File: config.mk
export PLATFORM = sky130hd
export DESIGN_NAME = branch_target_buffer_table
export DESIGN_NICKNAME = d
export VERILOG_FILES = /design/src/rtl/branch_target_buffer_table.sv
export SDC_FILE = /design/constraint.sdc
export NUM_CORES = 1
export LEC_CHECK = 0
export ABC_AREA = 0
export ABC_CLOCK_PERIOD_IN_PS = 9600
export CORE_AREA = 10 10 326 328
export CTS_BUF_LIST = sky130_fd_sc_hd__clkbuf_8
export DETAILED_ROUTE_END_ITERATION = 8
export DIE_AREA = 0 0 336 338
export DONT_BUFFER_PORTS = 1
export HOLD_SLACK_MARGIN = 0.05
export MAX_ROUTING_LAYER = met4
export PLACE_DENSITY = 0.72
export SYNTH_ARGS = -nofsm -noshare
export SYNTH_HDL_FRONTEND = slang
export SYNTH_SLANG_ARGS = --single-unit
File: constraint.sdc
create_clock -name btb_clk -period 9.6 [get_ports btb_clk]
set_input_delay 0.48 -clock btb_clk [delete_from_list [all_inputs] [get_ports btb_clk]]
set_output_delay 0.48 -clock btb_clk [all_outputs]
set_load 0.01 [all_outputs]
File: src/rtl/branch_target_buffer_table.sv
// Direct-mapped branch target buffer: tagged entries holding a target and a
// saturating taken counter, with a registered fetch-side lookup and an execute-side update port.
module branch_target_buffer_table #(
  parameter int ENTRIES = 16,
  parameter int ADDR_W  = 32,
  parameter int CTR_W   = 2
) (
  input  logic              btb_clk,
  input  logic              btb_rst_n,
  input  logic              btb_lookup_valid,
  input  logic [ADDR_W-1:0] btb_lookup_pc,
  output logic              btb_pred_valid,
  output logic              btb_pred_hit,
  output logic              btb_pred_taken,
  output logic [ADDR_W-1:0] btb_pred_target,
  input  logic              btb_upd_valid,
  input  logic [ADDR_W-1:0] btb_upd_pc,
  input  logic              btb_upd_taken,
  input  logic [ADDR_W-1:0] btb_upd_target,
  input  logic              btb_flush
);

  localparam int IDX_W = $clog2(ENTRIES);
  localparam int TAG_W = ADDR_W - IDX_W - 2;

  localparam logic [CTR_W-1:0] CTR_MAX = '1;
  localparam logic [CTR_W-1:0] CTR_WT  = CTR_W'(1) << (CTR_W - 1);
  localparam logic [CTR_W-1:0] CTR_WNT = CTR_WT - CTR_W'(1);

  logic [ENTRIES-1:0] valid_q;
  logic [TAG_W-1:0]   tag_q [ENTRIES];
  logic [ADDR_W-1:0]  tgt_q [ENTRIES];
  logic [CTR_W-1:0]   ctr_q [ENTRIES];

  logic [IDX_W-1:0] lk_idx;
  logic [TAG_W-1:0] lk_tag;
  logic             lk_hit;
  logic [IDX_W-1:0] up_idx;
  logic [TAG_W-1:0] up_tag;
  logic             up_hit;
  logic             unused_pc_lsbs;

  assign lk_idx = btb_lookup_pc[IDX_W+1:2];
  assign lk_tag = btb_lookup_pc[ADDR_W-1:IDX_W+2];
  assign lk_hit = valid_q[lk_idx] && (tag_q[lk_idx] == lk_tag);

  assign up_idx = btb_upd_pc[IDX_W+1:2];
  assign up_tag = btb_upd_pc[ADDR_W-1:IDX_W+2];
  assign up_hit = valid_q[up_idx] && (tag_q[up_idx] == up_tag);

  assign unused_pc_lsbs = ^{btb_lookup_pc[1:0], btb_upd_pc[1:0]};

  // Lookup reads the table state before this edge's update/flush lands.
  always_ff @(posedge btb_clk or negedge btb_rst_n) begin
    if (!btb_rst_n) begin
      btb_pred_valid  <= 1'b0;
      btb_pred_hit    <= 1'b0;
      btb_pred_taken  <= 1'b0;
      btb_pred_target <= '0;
    end else if (btb_lookup_valid) begin
      btb_pred_valid  <= 1'b1;
      btb_pred_hit    <= lk_hit;
      btb_pred_taken  <= lk_hit && ctr_q[lk_idx][CTR_W-1];
      btb_pred_target <= lk_hit ? tgt_q[lk_idx] : '0;
    end else begin
      btb_pred_valid  <= 1'b0;
      btb_pred_hit    <= 1'b0;
      btb_pred_taken  <= 1'b0;
      btb_pred_target <= '0;
    end
  end

  always_ff @(posedge btb_clk or negedge btb_rst_n) begin
    if (!btb_rst_n) begin
      valid_q <= '0;
      for (int unsigned i = 0; i < ENTRIES; i++) begin
        tag_q[i] <= '0;
        tgt_q[i] <= '0;
        ctr_q[i] <= CTR_WNT;
      end
    end else if (btb_flush) begin
      valid_q <= '0;
    end else if (btb_upd_valid) begin
      if (up_hit) begin
        if (btb_upd_taken) begin
          tgt_q[up_idx] <= btb_upd_target;
          if (ctr_q[up_idx] != CTR_MAX) ctr_q[up_idx] <= ctr_q[up_idx] + CTR_W'(1);
        end else if (ctr_q[up_idx] != '0) begin
          ctr_q[up_idx] <= ctr_q[up_idx] - CTR_W'(1);
        end
      end else if (btb_upd_taken) begin
        valid_q[up_idx] <= 1'b1;
        tag_q[up_idx]   <= up_tag;
        tgt_q[up_idx]   <= btb_upd_target;
        ctr_q[up_idx]   <= CTR_WT;
      end
    end
  end

endmodule

==> flow_summary.toml, run 1 <==
[power_and_ir_drop]
peakVddDrop_uv = 140
power_leakage_nw = 24.6
power_density_mw_per_mm2 = 190
power_mw = 10.4

[worst_setup_path]
r2r-end = "tag_q[62]"
crit_chain = "mux4_2, nand3_1, o311ai_0, o32ai_1, nand4_1, or3_1, nand2_2, buf_4, mux2_2"
start_kind = "flop"
path_buf_inv = 1
r2r_cells = 9
critPathSlowestCell = "o32ai_1"
cp_max_fo = 20
worstPathArrival_ps = 5750
rrSetupSlack_ps = 4550
r2r_start = "tag_q[11]"
path_class = "flop to flop"
critPathCaptureType = "flop"
required_ps = 10300
slowest_delay_ps = 990
cpLargestDelayFamily = "simple AND/OR/NAND/NOR gates"

[finish]
utilization = 0.548
area_delta_synth_final_pct = 10.1
nets = 3215
drive_gt1_frac = 0.517
final_cells = 4552

[placement]
dp_hpwl_um = 71300
gp_congestion = 0.805
portBuffers = 0
dp.cells = 4173

[run_status]
status = "complete, no violations"

[die]
die_y_um = 338
io_pins = 137
core_mm2 = 0.0996
die_w_um = 336
rows = 116
die_area_mm2 = 0.114
initial_core_util = 0.498

[sta]
fmax_mhz = 198
rsz0062_at_grt = "false"
finalSetupTns_ps = 0
slew_viol_final = 0
holdWs_ps = 131
setup_violations = 0
period_share = 0.526
fin_skew_ps = 42.6
worstMarginPinSlew_ps = 1210
relSlewSlack = 0.186
hold_viol = 0
period_needed_ps = 5050

[clocking]
cts.reportedPaths.clkPinSlew_ps = 60
cts_resized = 0
cts_tree = "done"
numCtsBuffers = 169
ctsHtreeMaxLevel = 4
clk_path_buf_depth = 3
cts.sinks = 1011
root_buffer = "clkbuf_8"
post_cts_buffers = 0
cts_hold_buf = 64
insertion_delay_ps = 840

[global_routing]
grt_max_degree = 249
grt_pass1_vias = 32000
overflow = 0
antenna_found_initial = 15
grt_usage = 0.241
grt_pass1_wl_um = 200000

[job]
cap_violations = 0

[synthesis]
synth_nets = 3229
yosysSeqAreaShare = 0.511
yosysMostFrequentCell = "dfrtp_1"
avgSynthCellArea_um2 = 15.9
yosys.area.top_type = "dfrtp_1"
syn_inst = 3125
mappedNetlistArea_mm2 = 0.0495
synth_seq_cells = 1011
synth_warnings = 0
netlist_top_cells_area = "dfrtp_1 (50%), mux2_2 (22%), mux4_2 (18%)"
async_reset_ff_frac = 1.00
yosysTopAreaCellShare = 0.503
synth_edf_count = 0
ys.flop_type = "dfrtp_1"
yosysUniqueCellTypes = 58
synthTopCellsByCount = "dfrtp_1 (995), mux2_2 (955), mux4_2 (389)"

[min_path]
worst_hold_startpoint = "btb_lookup_pc[5]"
min_to = "btb_pred_target[19]"
hp-class = "input port to flop"
min_path_cells = 2

[route]
drt_wl_total_um = 132000
wl_per_cell_um = 29.0
vias_per_cell = 6.38
drt_first_iter_violations = 2455
drc = 0
first_pass_iters = 5
via_count = 29100
antenna_left = 0
==> logic make-up after synthesis <==
logic type,share of synthesized area
AO/OA/AOI/OAI,0.0174
XOR/XNOR,0.0103
adder cells (fa/ha/maj),0.000505
buffers and inverters,0.0274
flip-flops,0.511
multiplexers,0.414
AND/OR/NAND/NOR,0.0194
==> state kept, by name, summed over array words and instances (netlist names) <==
name             flops
btb_pred_taken       1
ctr_q               32
tag_q              416
btb_pred_hit         1
btb_pred_target     32
btb_pred_valid       1
valid_q             16
tgt_q              512
==> report_power, final <==
group	leakage, nW	total (mW)	switching (mW)	internal, mW
Combinational	9.27	1.45	0.530	0.917
Clock	1.96	3.77	1.76	2.02
Sequential	13.4	5.13	0.332	4.80
Total	24.6	10.4	2.62	7.73
==> routing by layer <==
metal  routed length, um  part of all wire  global-route usage  vias up
met4                5050             0.038              0.0991        0
met3               10100             0.077              0.0658      312
li1                    -                 -                   -    11900
met2               64100              0.49               0.379     1121
met1               52600              0.40               0.295    15800
met5                   0                 0                   -        -
==> worst max-delay path by stage <==
stage                             start   endpoint  slack (ps)  cells after the start
after floorplan           btb_upd_pc[3]   ctr_q[5]        5550                     12
after global placement    btb_upd_pc[2]  tag_q[48]        4620                     10
after detailed placement  btb_upd_pc[2]  tag_q[47]        4560                      9
after CTS                     tag_q[11]  tag_q[36]        4690                      9
after global routing          tag_q[11]  tag_q[53]        4600                      9
final                         tag_q[11]  tag_q[62]        4550                      9
==> cell usage in the layout (no fill, tap or decap), types with 14 or more instances in the layout <==
cell type / count
buf_4: 35
clkbuf_8: 209
dfrtp_1: 995
dfstp_2: 16
diode_2: 15
dlygate4sd3_1: 63
inv_1: 93
mux2_1: 14
mux2_2: 955
mux2i_1: 84
mux4_2: 389
nand2_1: 33
nand3_1: 16
nor2_1: 15
nor2b_1: 44
xnor2_1: 34
xor2_1: 24
==> per-stage QoR <==
step / instance area [um2] / setup WS [ps]
6_report: 54600 / 4550
5_1_grt: 54500 / 4600
3_3_place_gp: 50500 / 4620
4_1_cts: 54500 / 4690
3_5_place_dp: 50500 / 4560
2_1_floorplan: 49500 / 5550
==> cell type report <==
class                   count  area [um2]
fillers                  7722       45000
flip-flops and latches   1011       25300
multi-input cells        1795       23000
clock buffers             209        2880
well taps                1298        1620
repair buffers            105        1080
clock inverters            90         482
inverters                  29         109
diodes                     15        37.5
Power figures use the tool's default switching activity.
==> inputs of run 2 (changes only) <==
--- a/config.mk
+++ b/config.mk
@@ -6,7 +6,7 @@
 export NUM_CORES = 1
 export LEC_CHECK = 0
 export ABC_AREA = 0
-export ABC_CLOCK_PERIOD_IN_PS = 9600
+export ABC_CLOCK_PERIOD_IN_PS = 5000
 export CORE_AREA = 10 10 326 328
 export CTS_BUF_LIST = sky130_fd_sc_hd__clkbuf_8
 export DETAILED_ROUTE_END_ITERATION = 8
==> constraint.sdc (replaced) <==
create_clock -name btb_clk -period 5 [get_ports btb_clk]
set_input_delay 0.25 -clock btb_clk [delete_from_list [all_inputs] [get_ports btb_clk]]
set_output_delay 0.25 -clock btb_clk [all_outputs]
set_load 0.01 [all_outputs]
==> run 2 against run 1 <==
Net effect: non-clock buffer count grew 30; wire length grew 1.2%; worst setup slack lost 3900 ps; sequential cell count is the same; register-to-register slack lost 3900 ps; sequential share of layout area shrank 0.34 points; cell count grew 0.62%; final area grew 0.73%; worst hold slack lost 6.6 ps; fmax grew 17%; die area is the same; clock power grew 91%; critical endpoint is now ctr_q[11]; largest cell class unchanged; highest routed layer unchanged.
==> flow_summary.toml, run 2 (synthesized netlist as in run 1, its figures left out) <==
[die]
core_mm2 = 0.0996
initial_core_util = 0.498
die_w_um = 336
io_pins = 137
die_area_mm2 = 0.114
die_y_um = 338
rows = 116

[worst_setup_path]
start_kind = "flop"
cp_max_fo = 8
critPathCaptureType = "flop"
slowest_delay_ps = 790
crit_path_end = "ctr_q[11]"
worstPathArrival_ps = 5060
crit_start = "tag_q[38]"
path_depth = 8
r2r_start = "tag_q[38]"
r2r_cells = 8
path_buf_inv = 0
required_ps = 5720
rrSetupSlack_ps = 670
path_class = "flop to flop"
r2r-end = "ctr_q[11]"
cpLargestDelayFamily = "simple AND/OR/NAND/NOR gates"
crit_chain = "mux4_2, mux4_2, xnor2_1, nand4_1, or4_1, or4_1, o32ai_2, mux2_2"
critPathSlowestCell = "or4_1"

[clocking]
cts_tree = "done"
numCtsBuffers = 168
post_cts_buffers = 0
clk_path_buf_depth = 3
root_buffer = "clkbuf_8"
cts.sinks = 1011
cts.reportedPaths.clkPinSlew_ps = 60
cts_hold_buf = 77
insertion_delay_ps = 870
cts_resized = 0
ctsHtreeMaxLevel = 4

[route]
via_count = 29200
drc = 0
drt_first_iter_violations = 2416
wl_per_cell_um = 29.1
antenna_left = 0
drt_wl_total_um = 133000
vias_per_cell = 6.38
first_pass_iters = 5

[sta]
final.setup.worst_slack_ps = 667
hold_viol = 0
period_needed_ps = 4330
period_share = 0.867
worstMarginPinSlew_ps = 1130
finalSetupTns_ps = 0
relSlewSlack = 0.247
fmax_mhz = 231
slew_viol_final = 0
rsz0062_at_grt = "false"
setup_violations = 0
fin_skew_ps = 51.6

[power_and_ir_drop]
power_leakage_nw = 24.9
peakVddDrop_uv = 220
power_frac_seq = 0.496
power_density_mw_per_mm2 = 361
clock_power_share = 0.362
power_mw = 19.9
p_sw_frac = 0.257
p_comb_frac = 0.142
p_int_mw = 14.8
switching_power_mw = 5.10

[finish]
top_regs = "tgt_q x512, tag_q x416"
layout_common_cells = "dfrtp_1 (995), mux2_2 (955), mux4_2 (389), clkbuf_8 (204), inv_1 (101)"
drive_gt1_frac = 0.515
regMostFlops = "tgt_q"
layout_commonest_cell = "dfrtp_1"
largest_reg_flops = 512
area_delta_synth_final_pct = 10.9
final_cells = 4580
utilization = 0.552
nets = 3244

[placement]
gp_congestion = 0.825
portBuffers = 0
dp_hpwl_um = 72100
post-place-ws_ps = 750
dp.cells = 4190

[global_routing]
grt_usage = 0.243
overflow = 0
grt_max_degree = 249
grt_pass1_vias = 32400
antenna_found_initial = 13
grt_pass1_wl_um = 203000

[run_status]
status = "complete, no violations"

[min_path]
min_path_cells = 5
hp-class = "input port to flop"

[job]
cap_violations = 0
[run 2: worst min-delay path by stage]
stage | endpoint | from | slack (ps)
finish | ctr_q[30] | btb_upd_pc[4] | 120
global route | btb_pred_target[24] | btb_lookup_pc[4] | 50
CTS | btb_pred_target[5] | btb_lookup_pc[4] | 50
detailed placement | btb_pred_valid | btb_rst_n | -40
global placement | btb_pred_valid | btb_rst_n | -40
floorplan | btb_pred_hit | btb_rst_n | -50
[run 2: metrics by stage]
step                      instance area [um2]  hold slack [ps]
final                                   55000              124
after detailed placement                50800            -44.9
after global routing                    54900             51.6
after floorplan                         49500            -45.6
after global placement                  50800            -44.8
after CTS                               54900             51.6
[run 2: worst register-to-register path: cells and delay by family, from the launching register on]
kind / cells / cell delay, ps
compound gates: 1 / 450
flops: 1 / 400
simple gates: 3 / 1500
xor+xnor: 1 / 530
mux: 3 / 1330
[run 2: layout make-up]
class | count | area [um2]
antenna | 12 | 30.0
clock inverter | 96 | 517
fill | 7705 | 44600
tap | 1298 | 1620
inverter | 29 | 109
sequential | 1011 | 25300
timing repair buffer | 135 | 1520
clock buffer | 204 | 2810
multi-input combinational | 1795 | 23000
[run 2: routing by layer]
layer,up-vias,global-route usage,part of all wire
met5,-,-,0
met4,0,0.0958,0.038
met3,321,0.0485,0.066
met2,1057,0.391,0.49
met1,15900,0.304,0.40
li1,11900,-,-
[run 2: power groups by stage]
| stage | combinational, mW | clock [mW] | sequential (mW) |
|---|---|---|---|
| final | 2.82 | 7.19 | 9.85 |
| after global routing | 3.02 | 7.69 | 9.96 |
| after CTS | 2.83 | 7.33 | 9.83 |
| after detailed placement | 2.64 | 0 | 9.97 |
| after global placement | 2.53 | 0 | 9.84 |
| after floorplan | 2.29 | 0 | 9.73 |
